[config.mk]
export PLATFORM = sky130hd
export DESIGN_NAME = traffic_lights_cmd_master
export DESIGN_NICKNAME = d
export VERILOG_FILES = /design/src/rtl/traffic_lights_pkg.sv /design/src/rtl/traffic_lights_cmd_fifo.sv /design/src/rtl/traffic_lights_cmd_master.sv
export SDC_FILE = /design/constraint.sdc
export NUM_CORES = 1
export LEC_CHECK = 0
export CORE_UTILIZATION = 61
export CTS_CLUSTER_DIAMETER = 80
export DETAILED_ROUTE_END_ITERATION = 8
export PLACE_DENSITY = 0.85
export SKIP_LAST_GASP = 1
export SLEW_MARGIN = 20
export SYNTH_ARGS = -nofsm -noshare
export SYNTH_HDL_FRONTEND = slang
export SYNTH_SLANG_ARGS = --single-unit
[constraint.sdc]
create_clock -name clk_0m002 -period 4.56 [get_ports clk_0m002]
set_clock_uncertainty 0.05 [all_clocks]
set_input_delay 0.456 -clock clk_0m002 [delete_from_list [all_inputs] [get_ports clk_0m002]]
set_output_delay 0.456 -clock clk_0m002 [all_outputs]
set_load 0.05 [all_outputs]
[src/rtl/traffic_lights_pkg.sv]
// ---------------------------------------------------------------------------
// traffic_lights_pkg
// Shared types and helpers for the traffic_lights command path.
//   cmd_type_t : 3-bit command code driven on cmd_type
//   mode_t     : controller mode as tracked by the command master
//   CMD_TYPE_W / CMD_DATA_W : widths of the command code and payload
//   is_set_time()      : code carries a duration payload (SET_GREEN/RED/YELLOW)
//   is_illegal_code()  : code has no meaning to traffic_lights
// ---------------------------------------------------------------------------
package traffic_lights_pkg;

   localparam int CMD_TYPE_W = 3;
   localparam int CMD_DATA_W = 16;

   typedef enum logic [2:0] {
      CMD_ON         = 3'd0,
      CMD_OFF        = 3'd1,
      CMD_UNMANAGED  = 3'd2,
      CMD_SET_GREEN  = 3'd3,
      CMD_SET_RED    = 3'd4,
      CMD_SET_YELLOW = 3'd5,
      CMD_ILLEGAL_6  = 3'd6,
      CMD_ILLEGAL_7  = 3'd7
   } cmd_type_t;

   typedef enum logic [1:0] {
      MODE_OFF       = 2'd0,
      MODE_ON        = 2'd1,
      MODE_UNMANAGED = 2'd2
   } mode_t;

   function automatic logic is_set_time(input cmd_type_t code);
      return (code == CMD_SET_GREEN) || (code == CMD_SET_RED) || (code == CMD_SET_YELLOW);
   endfunction

   function automatic logic is_illegal_code(input cmd_type_t code);
      return (code == CMD_ILLEGAL_6) || (code == CMD_ILLEGAL_7);
   endfunction

endpackage

[src/rtl/traffic_lights_cmd_fifo.sv]
// ---------------------------------------------------------------------------
// traffic_lights_cmd_fifo
// Small synchronous FIFO buffering accepted command requests.
//   clk        : clock
//   rst_n      : asynchronous active-low reset (empties the FIFO)
//   push_i     : write wr_data_i (ignored when full)
//   wr_data_i  : entry to store
//   pop_i      : read the oldest entry (ignored when empty)
//   rd_data_o  : registered read data, updated on the edge that pops
//   full_o     : all DEPTH entries in use
//   empty_o    : no entries stored
// DEPTH must be a power of two so the pointers wrap naturally.
// ---------------------------------------------------------------------------
module traffic_lights_cmd_fifo
   import traffic_lights_pkg::*;
#(
   parameter int DEPTH = 4,
   parameter int WIDTH = CMD_TYPE_W + CMD_DATA_W
) (
   input  logic             clk,
   input  logic             rst_n,
   input  logic             push_i,
   input  logic [WIDTH-1:0] wr_data_i,
   input  logic             pop_i,
   output logic [WIDTH-1:0] rd_data_o,
   output logic             full_o,
   output logic             empty_o
);

   localparam int AW = $clog2(DEPTH);
   localparam int CW = AW + 1;

   logic [WIDTH-1:0] mem_q [DEPTH];
   logic [AW-1:0]    wr_ptr_q, wr_ptr_d;
   logic [AW-1:0]    rd_ptr_q, rd_ptr_d;
   logic [CW-1:0]    count_q, count_d;
   logic [WIDTH-1:0] rd_data_q, rd_data_d;
   logic             do_push;
   logic             do_pop;

   assign full_o    = (count_q == CW'(DEPTH));
   assign empty_o   = (count_q == '0);
   assign do_push   = push_i && !full_o;
   assign do_pop    = pop_i && !empty_o;
   assign rd_data_o = rd_data_q;

   // Pointer and occupancy bookkeeping; a push and pop in the same cycle
   // leave the count unchanged.
   always_comb begin
      wr_ptr_d  = wr_ptr_q + AW'(do_push);
      rd_ptr_d  = rd_ptr_q + AW'(do_pop);
      count_d   = count_q + CW'(do_push) - CW'(do_pop);
      rd_data_d = rd_data_q;
      if (do_pop) begin
         rd_data_d = mem_q[rd_ptr_q];
      end
   end

   always_ff @(posedge clk or negedge rst_n) begin
      if (!rst_n) begin
         wr_ptr_q  <= '0;
         rd_ptr_q  <= '0;
         count_q   <= '0;
         rd_data_q <= '0;
      end else begin
         wr_ptr_q  <= wr_ptr_d;
         rd_ptr_q  <= rd_ptr_d;
         count_q   <= count_d;
         rd_data_q <= rd_data_d;
      end
   end

   // Storage array carries no reset; validity is tracked by count_q.
   always_ff @(posedge clk) begin
      if (do_push) begin
         mem_q[wr_ptr_q] <= wr_data_i;
      end
   end

endmodule

[src/rtl/traffic_lights_cmd_master.sv]
// ---------------------------------------------------------------------------
// traffic_lights_cmd_master
// Issues commands to traffic_lights. Host requests are validated against a
// shadow copy of the controller mode, queued, and emitted as single-cycle
// cmd_val_o strobes separated by a guaranteed idle gap.
//   clk_0m002    : clock
//   arst_n_i     : asynchronous active-low reset (deassertion synchronised here)
//   req_type_i   : requested command code
//   req_data_i   : request payload (milliseconds for set-time codes)
//   req_val_i    : request valid
//   req_ready_o  : request ready (low when the queue is full or in reset)
//   cmd_type_o   : command code to traffic_lights (holds last issued value)
//   cmd_data_o   : payload to traffic_lights (holds last issued value)
//   cmd_val_o    : one-cycle command strobe
//   mode_o       : shadow mode (0 OFF, 1 ON, 2 UNMANAGED), reflects queued state
//   busy_o       : queue non-empty or issue sequencer active
//   drop_cnt_o   : saturating count of rejected requests
// ---------------------------------------------------------------------------
module traffic_lights_cmd_master
   import traffic_lights_pkg::*;
#(
   parameter int FIFO_DEPTH     = 4,
   parameter int MIN_GAP_CYCLES = 3,
   parameter int DROP_CNT_W     = 8
) (
   input  logic                  clk_0m002,
   input  logic                  arst_n_i,
   input  logic [CMD_TYPE_W-1:0] req_type_i,
   input  logic [CMD_DATA_W-1:0] req_data_i,
   input  logic                  req_val_i,
   output logic                  req_ready_o,
   output logic [CMD_TYPE_W-1:0] cmd_type_o,
   output logic [CMD_DATA_W-1:0] cmd_data_o,
   output logic                  cmd_val_o,
   output logic [1:0]            mode_o,
   output logic                  busy_o,
   output logic [DROP_CNT_W-1:0] drop_cnt_o
);

   localparam int GAP_W    = $clog2(MIN_GAP_CYCLES + 1);
   localparam int ENTRY_W  = CMD_TYPE_W + CMD_DATA_W;

   typedef enum logic [1:0] {
      ST_IDLE  = 2'd0,
      ST_ISSUE = 2'd1,
      ST_GAP   = 2'd2
   } state_t;

   logic [1:0]            rst_sync_q, rst_sync_d;
   logic                  rst_n;

   state_t                state_q, state_d;
   logic [GAP_W-1:0]      gap_q, gap_d;
   logic                  cmd_val_q, cmd_val_d;
   logic [CMD_TYPE_W-1:0] cmd_type_q, cmd_type_d;
   logic [CMD_DATA_W-1:0] cmd_data_q, cmd_data_d;
   mode_t                 mode_q, mode_d;
   logic [DROP_CNT_W-1:0] drop_q, drop_d;
   logic                  busy_q, busy_d;

   cmd_type_t             req_code;
   logic                  accept;
   logic                  req_reject;
   logic                  fifo_push;
   logic                  fifo_pop;
   logic                  fifo_full;
   logic                  fifo_empty;
   logic [ENTRY_W-1:0]    fifo_rd_data;

   // Reset assertion reaches every flop immediately through the async clear;
   // release is delayed by two clock edges so all state leaves reset together.
   assign rst_sync_d = {rst_sync_q[0], 1'b1};
   assign rst_n      = rst_sync_q[1];

   always_ff @(posedge clk_0m002 or negedge arst_n_i) begin
      if (!arst_n_i) begin
         rst_sync_q <= 2'b00;
      end else begin
         rst_sync_q <= rst_sync_d;
      end
   end

   // Ready is held low while the block is in reset so that no request is
   // handshaken and then silently lost.
   assign req_ready_o = rst_n && !fifo_full;
   assign accept      = req_val_i && req_ready_o;
   assign req_code    = cmd_type_t'(req_type_i);

   // Validation uses the shadow mode as left by all earlier accepted
   // requests, so checks follow acceptance order rather than issue order.
   always_comb begin
      req_reject = is_illegal_code(req_code) ||
                   (is_set_time(req_code) &&
                    ((mode_q != MODE_UNMANAGED) || (req_data_i == '0)));
      fifo_push  = accept && !req_reject;

      mode_d = mode_q;
      if (fifo_push) begin
         case (req_code)
            CMD_ON:        mode_d = MODE_ON;
            CMD_OFF:       mode_d = MODE_OFF;
            CMD_UNMANAGED: mode_d = MODE_UNMANAGED;
            default:       mode_d = mode_q;
         endcase
      end

      drop_d = drop_q;
      if (accept && req_reject && (drop_q != '1)) begin
         drop_d = drop_q + DROP_CNT_W'(1);
      end
   end

   traffic_lights_cmd_fifo #(
      .DEPTH (FIFO_DEPTH),
      .WIDTH (ENTRY_W)
   ) u_fifo (
      .clk       (clk_0m002),
      .rst_n     (rst_n),
      .push_i    (fifo_push),
      .wr_data_i ({req_type_i, req_data_i}),
      .pop_i     (fifo_pop),
      .rd_data_o (fifo_rd_data),
      .full_o    (fifo_full),
      .empty_o   (fifo_empty)
   );

   // Issue sequencer. IDLE pops (FIFO read data is registered on that edge),
   // ISSUE loads the command registers and the strobe, GAP counts down the
   // idle spacing. The strobe is registered, so it is visible during the
   // first GAP cycle; together with IDLE and ISSUE this gives
   // MIN_GAP_CYCLES + 1 low cycles between back-to-back strobes.
   always_comb begin
      state_d    = state_q;
      gap_d      = gap_q;
      cmd_val_d  = 1'b0;
      cmd_type_d = cmd_type_q;
      cmd_data_d = cmd_data_q;
      fifo_pop   = 1'b0;
      busy_d     = !fifo_empty || (state_q != ST_IDLE);

      case (state_q)
         ST_IDLE: begin
            if (!fifo_empty) begin
               fifo_pop = 1'b1;
               state_d  = ST_ISSUE;
            end
         end
         ST_ISSUE: begin
            cmd_val_d  = 1'b1;
            cmd_type_d = fifo_rd_data[ENTRY_W-1:CMD_DATA_W];
            cmd_data_d = fifo_rd_data[CMD_DATA_W-1:0];
            gap_d      = GAP_W'(MIN_GAP_CYCLES);
            state_d    = ST_GAP;
         end
         ST_GAP: begin
            if (gap_q <= GAP_W'(1)) begin
               gap_d   = '0;
               state_d = ST_IDLE;
            end else begin
               gap_d = gap_q - GAP_W'(1);
            end
         end
         default: begin
            gap_d   = '0;
            state_d = ST_IDLE;
         end
      endcase
   end

   always_ff @(posedge clk_0m002 or negedge rst_n) begin
      if (!rst_n) begin
         state_q    <= ST_IDLE;
         gap_q      <= '0;
         cmd_val_q  <= 1'b0;
         cmd_type_q <= '0;
         cmd_data_q <= '0;
         mode_q     <= MODE_OFF;
         drop_q     <= '0;
         busy_q     <= 1'b0;
      end else begin
         state_q    <= state_d;
         gap_q      <= gap_d;
         cmd_val_q  <= cmd_val_d;
         cmd_type_q <= cmd_type_d;
         cmd_data_q <= cmd_data_d;
         mode_q     <= mode_d;
         drop_q     <= drop_d;
         busy_q     <= busy_d;
      end
   end

   assign cmd_val_o  = cmd_val_q;
   assign cmd_type_o = cmd_type_q;
   assign cmd_data_o = cmd_data_q;
   assign mode_o     = mode_q;
   assign busy_o     = busy_q;
   assign drop_cnt_o = drop_q;

endmodule

==> metrics.md <==
| Metric | Value |
|---|---|
| Status | finished clean |
| #FFs+latches synth | 139 |
| Vias in the first global route | 2948 |
| Worst skew pair latency | 0.50 ns |
| N_diodes | 0 |
| RSZ-0062 raised after global routing | no |
| DP HPWL | 6.11 mm |
| Crit path required time | around 4.1 ns |
| FP Rows | 34 |
| Crit path launch type | register |
| CORE AREA | 8680 um^2 |
| Max_cap viols | 0 |
| Layout cell share with drive strength beyond 1 | 24.7% |
| CTS tree | done |
| Final instance area | 6640 um^2 |
| Drt first pass iters | 5 |
| Remaining antenna violation count | 0 |
| Syn nets | 318 |
| Root buf cell | clkbuf_8 |
| H-tree depth | 4 |
| Gr usage total | between 20% and 30% |
| Relative slew slack | 29.5% |
| Postcts setup bufs | 0 |
| Clk slew on worst S/H paths | 0.06 ns |
| Peak supply drop | about 0.51 mV |
| DRT Wirelength | 10.5 mm |
| GP Congestion | 0.766 |
| Synthesis-to-layout area growth | 22.2% |
| Cell accounting for the most synthesized area | edfxtp_1 |
| Fmax | about 330 MHz |
| Initial DRC count | 271 |
| Vias per Instance | just over 6 |
| Distinct cells, synth | 42 |
| Min-Delay Path Class | in2async |
| Die W | 96.4 um |
| R2R depth | 10 |
| Maximum clock path buffer count | 2 |
| Syn Std Cell Area | 5430 um^2 |
| Drt drc | 0 |
| Crit path capture type | primary output |
| Vias | 2873 |
| Fin Setup TNS | 0 ns |
| CTS Sinks | around 140 |
| Slew @ Worst Pin | approximately 1.1 ns |
| Placement Setup Slack | 1.31 ns |
| Die Span Y | 96.4 um |
| Pwr per Cell Area | 718 nW/um^2 |
| # nets final | 387 |
| WP data arrival | roughly 2.6 ns |
| Dpl cell area | 6110 um^2 |
| Final setup margin | 1.49 ns |
| First-pass GRT wire length | 16.2 mm |
| # resized after CTS | 0 |
| Top-area cell type share of the netlist area | 42.0% |
| PortBufs | 53 |
| Leading cell type in the layout, fill and taps excluded | edfxtp_1 |
| Setup-failing EPs final | 0 |
| Top cells by area, synth | edfxtp_1, dfrtp_1, mux2_2, mux4_1, mux4_2 |
| Seq/Total Area, Yosys | roughly 71% |
| CTS buffer count | 17 |
| I/O pin count | 54 |
| Synth warn | 0 |
| Initial Util | between 60% and 70% |
| Post-synthesis instance total | 287 |
| Average wire per standard cell | 22.1 um |
| Largest net degree at the start of global routing | 63 |
| CTS Hold Bufs | 0 |
| Most frequent cells in the layout | edfxtp_1, dfrtp_1, clkdlybuf4s50_1, mux2_2, clkbuf_16 |
| Tmin final | a little over 3 ns |
| CP Max Fanout | between 60 and 70 |
| Post-route clock period utilization | 67.3% |
| Setup CP Type | reg2out |
| Max-slew violation count | 0 |
| LEAKAGE | 2.51 nW |
| Congestion Overflow GR | 0 |
| Die area | approximately 9300 um^2 |
| Mean Syn Cell Area | roughly 19 um^2 |
| Initial antenna violation count | 0 |
| Final Hold Viols | 0 |
==> layout make-up <==
class	count	area, um^2
flip-flops and latches	139	3860
fillers	489	2040
multi-input cells	133	1520
repair buffers	58	568
clock buffers	18	428
well taps	108	135
clock inverters	13	103
inverters	7	26.3
==> flip-flops by register name (all words and copies together) (netlist names) <==
register,cells
rst_sync_q,2
gap_q,2
cmd_data_o,16
u_fifo.count_q,3
u_fifo.rd_ptr_q,2
u_fifo.mem_q,76
mode_o,2
cmd_val_o,1
state_q,2
busy_o,1
u_fifo.rd_data_o,19
u_fifo.wr_ptr_q,2
drop_cnt_o,8
cmd_type_o,3
==> where the power goes <==
group	internal, W	switching (W)
registers	0.00165	0.000268
clock network	0.000725	0.000495
logic	0.000753	0.000879
==> layer usage <==
| metal | GRT usage [%] | vias to the layer above | share of wire (%) |
|---|---|---|---|
| met1 | 33.8 | 1488 | 40 |
| met4 | 11.4 | 0 | 1.7 |
| li1 | - | 1268 | - |
| met5 | 0 | - | 0 |
| met3 | 5.71 | 16 | 5.8 |
| met2 | 41.3 | 101 | 52 |
==> kinds of logic after synthesis <==
kind of cell	share of synthesized area, %
multiplexers	17.3
XOR/XNOR	1.61
AO/OA/AOI/OAI	1.73
buffers and inverters	1.36
AND/OR/NAND/NOR	4.65
other	0.0690
adder cells (fa/ha/maj)	2.21
flip-flops	71.0
==> Yosys cell counts, drive strengths merged <==
master   n
nand2b   1
xnor2    5
a21o     2
o21ai    5
nand4b   2
a21oi    1
nand3b   1
edfxtp  76
fa       1
nor4     4
a22o     1
and3     2
mux2    41
and4     1
nand2    7
nand4    3
nor2     3
dfrtp   63
or3b     1
xor2     5
buf      6
mux4    19
and2     1
and4b    1
clkbuf   2
conb     1
o21bai   1
inv      7
ha       8
nor3b    2
nand3    5
o41ai    1
nor3     6
nor2b    1
o32a     1
==> path summary, 6_finish.rpt <==
check	startpoint	slack, ns	end
setup reg to reg	state_q[0]	2.05	u_fifo.count_q[2]
max in group asynchronous	rst_sync_q[1]	3.51	u_fifo.rd_ptr_q[0]
setup / recovery	rst_sync_q[1]	1.49	req_ready_o
hold reg to reg	rst_sync_q[0]	0.30	rst_sync_q[1]
hold / removal	arst_n_i	0.07	rst_sync_q[0]
min in group clk_0m002	rst_sync_q[0]	0.30	rst_sync_q[1]
==> worst max-delay path: stages, from the launching register on <==
cell             delay [ns]
dfrtp_2                0.37
buf_4                  0.61
and2_2                 0.27
clkdlybuf4s50_1        0.80
==> stage by stage <==
step / cells / total power (W) / utilization (%) / hold slack [ns]
floorplan: 287 / 0.00304 / - / 0.110
global placement: 445 / 0.00345 / 70.4 / 0.286
detailed placement: 445 / 0.00353 / 70.4 / 0.300
CTS: 476 / 0.00480 / 76.5 / 0.0436
global route: 476 / 0.00497 / 76.5 / 0.0545
finish: 476 / 0.00477 / 76.5 / 0.0651
Power figures use the tool's default switching activity.
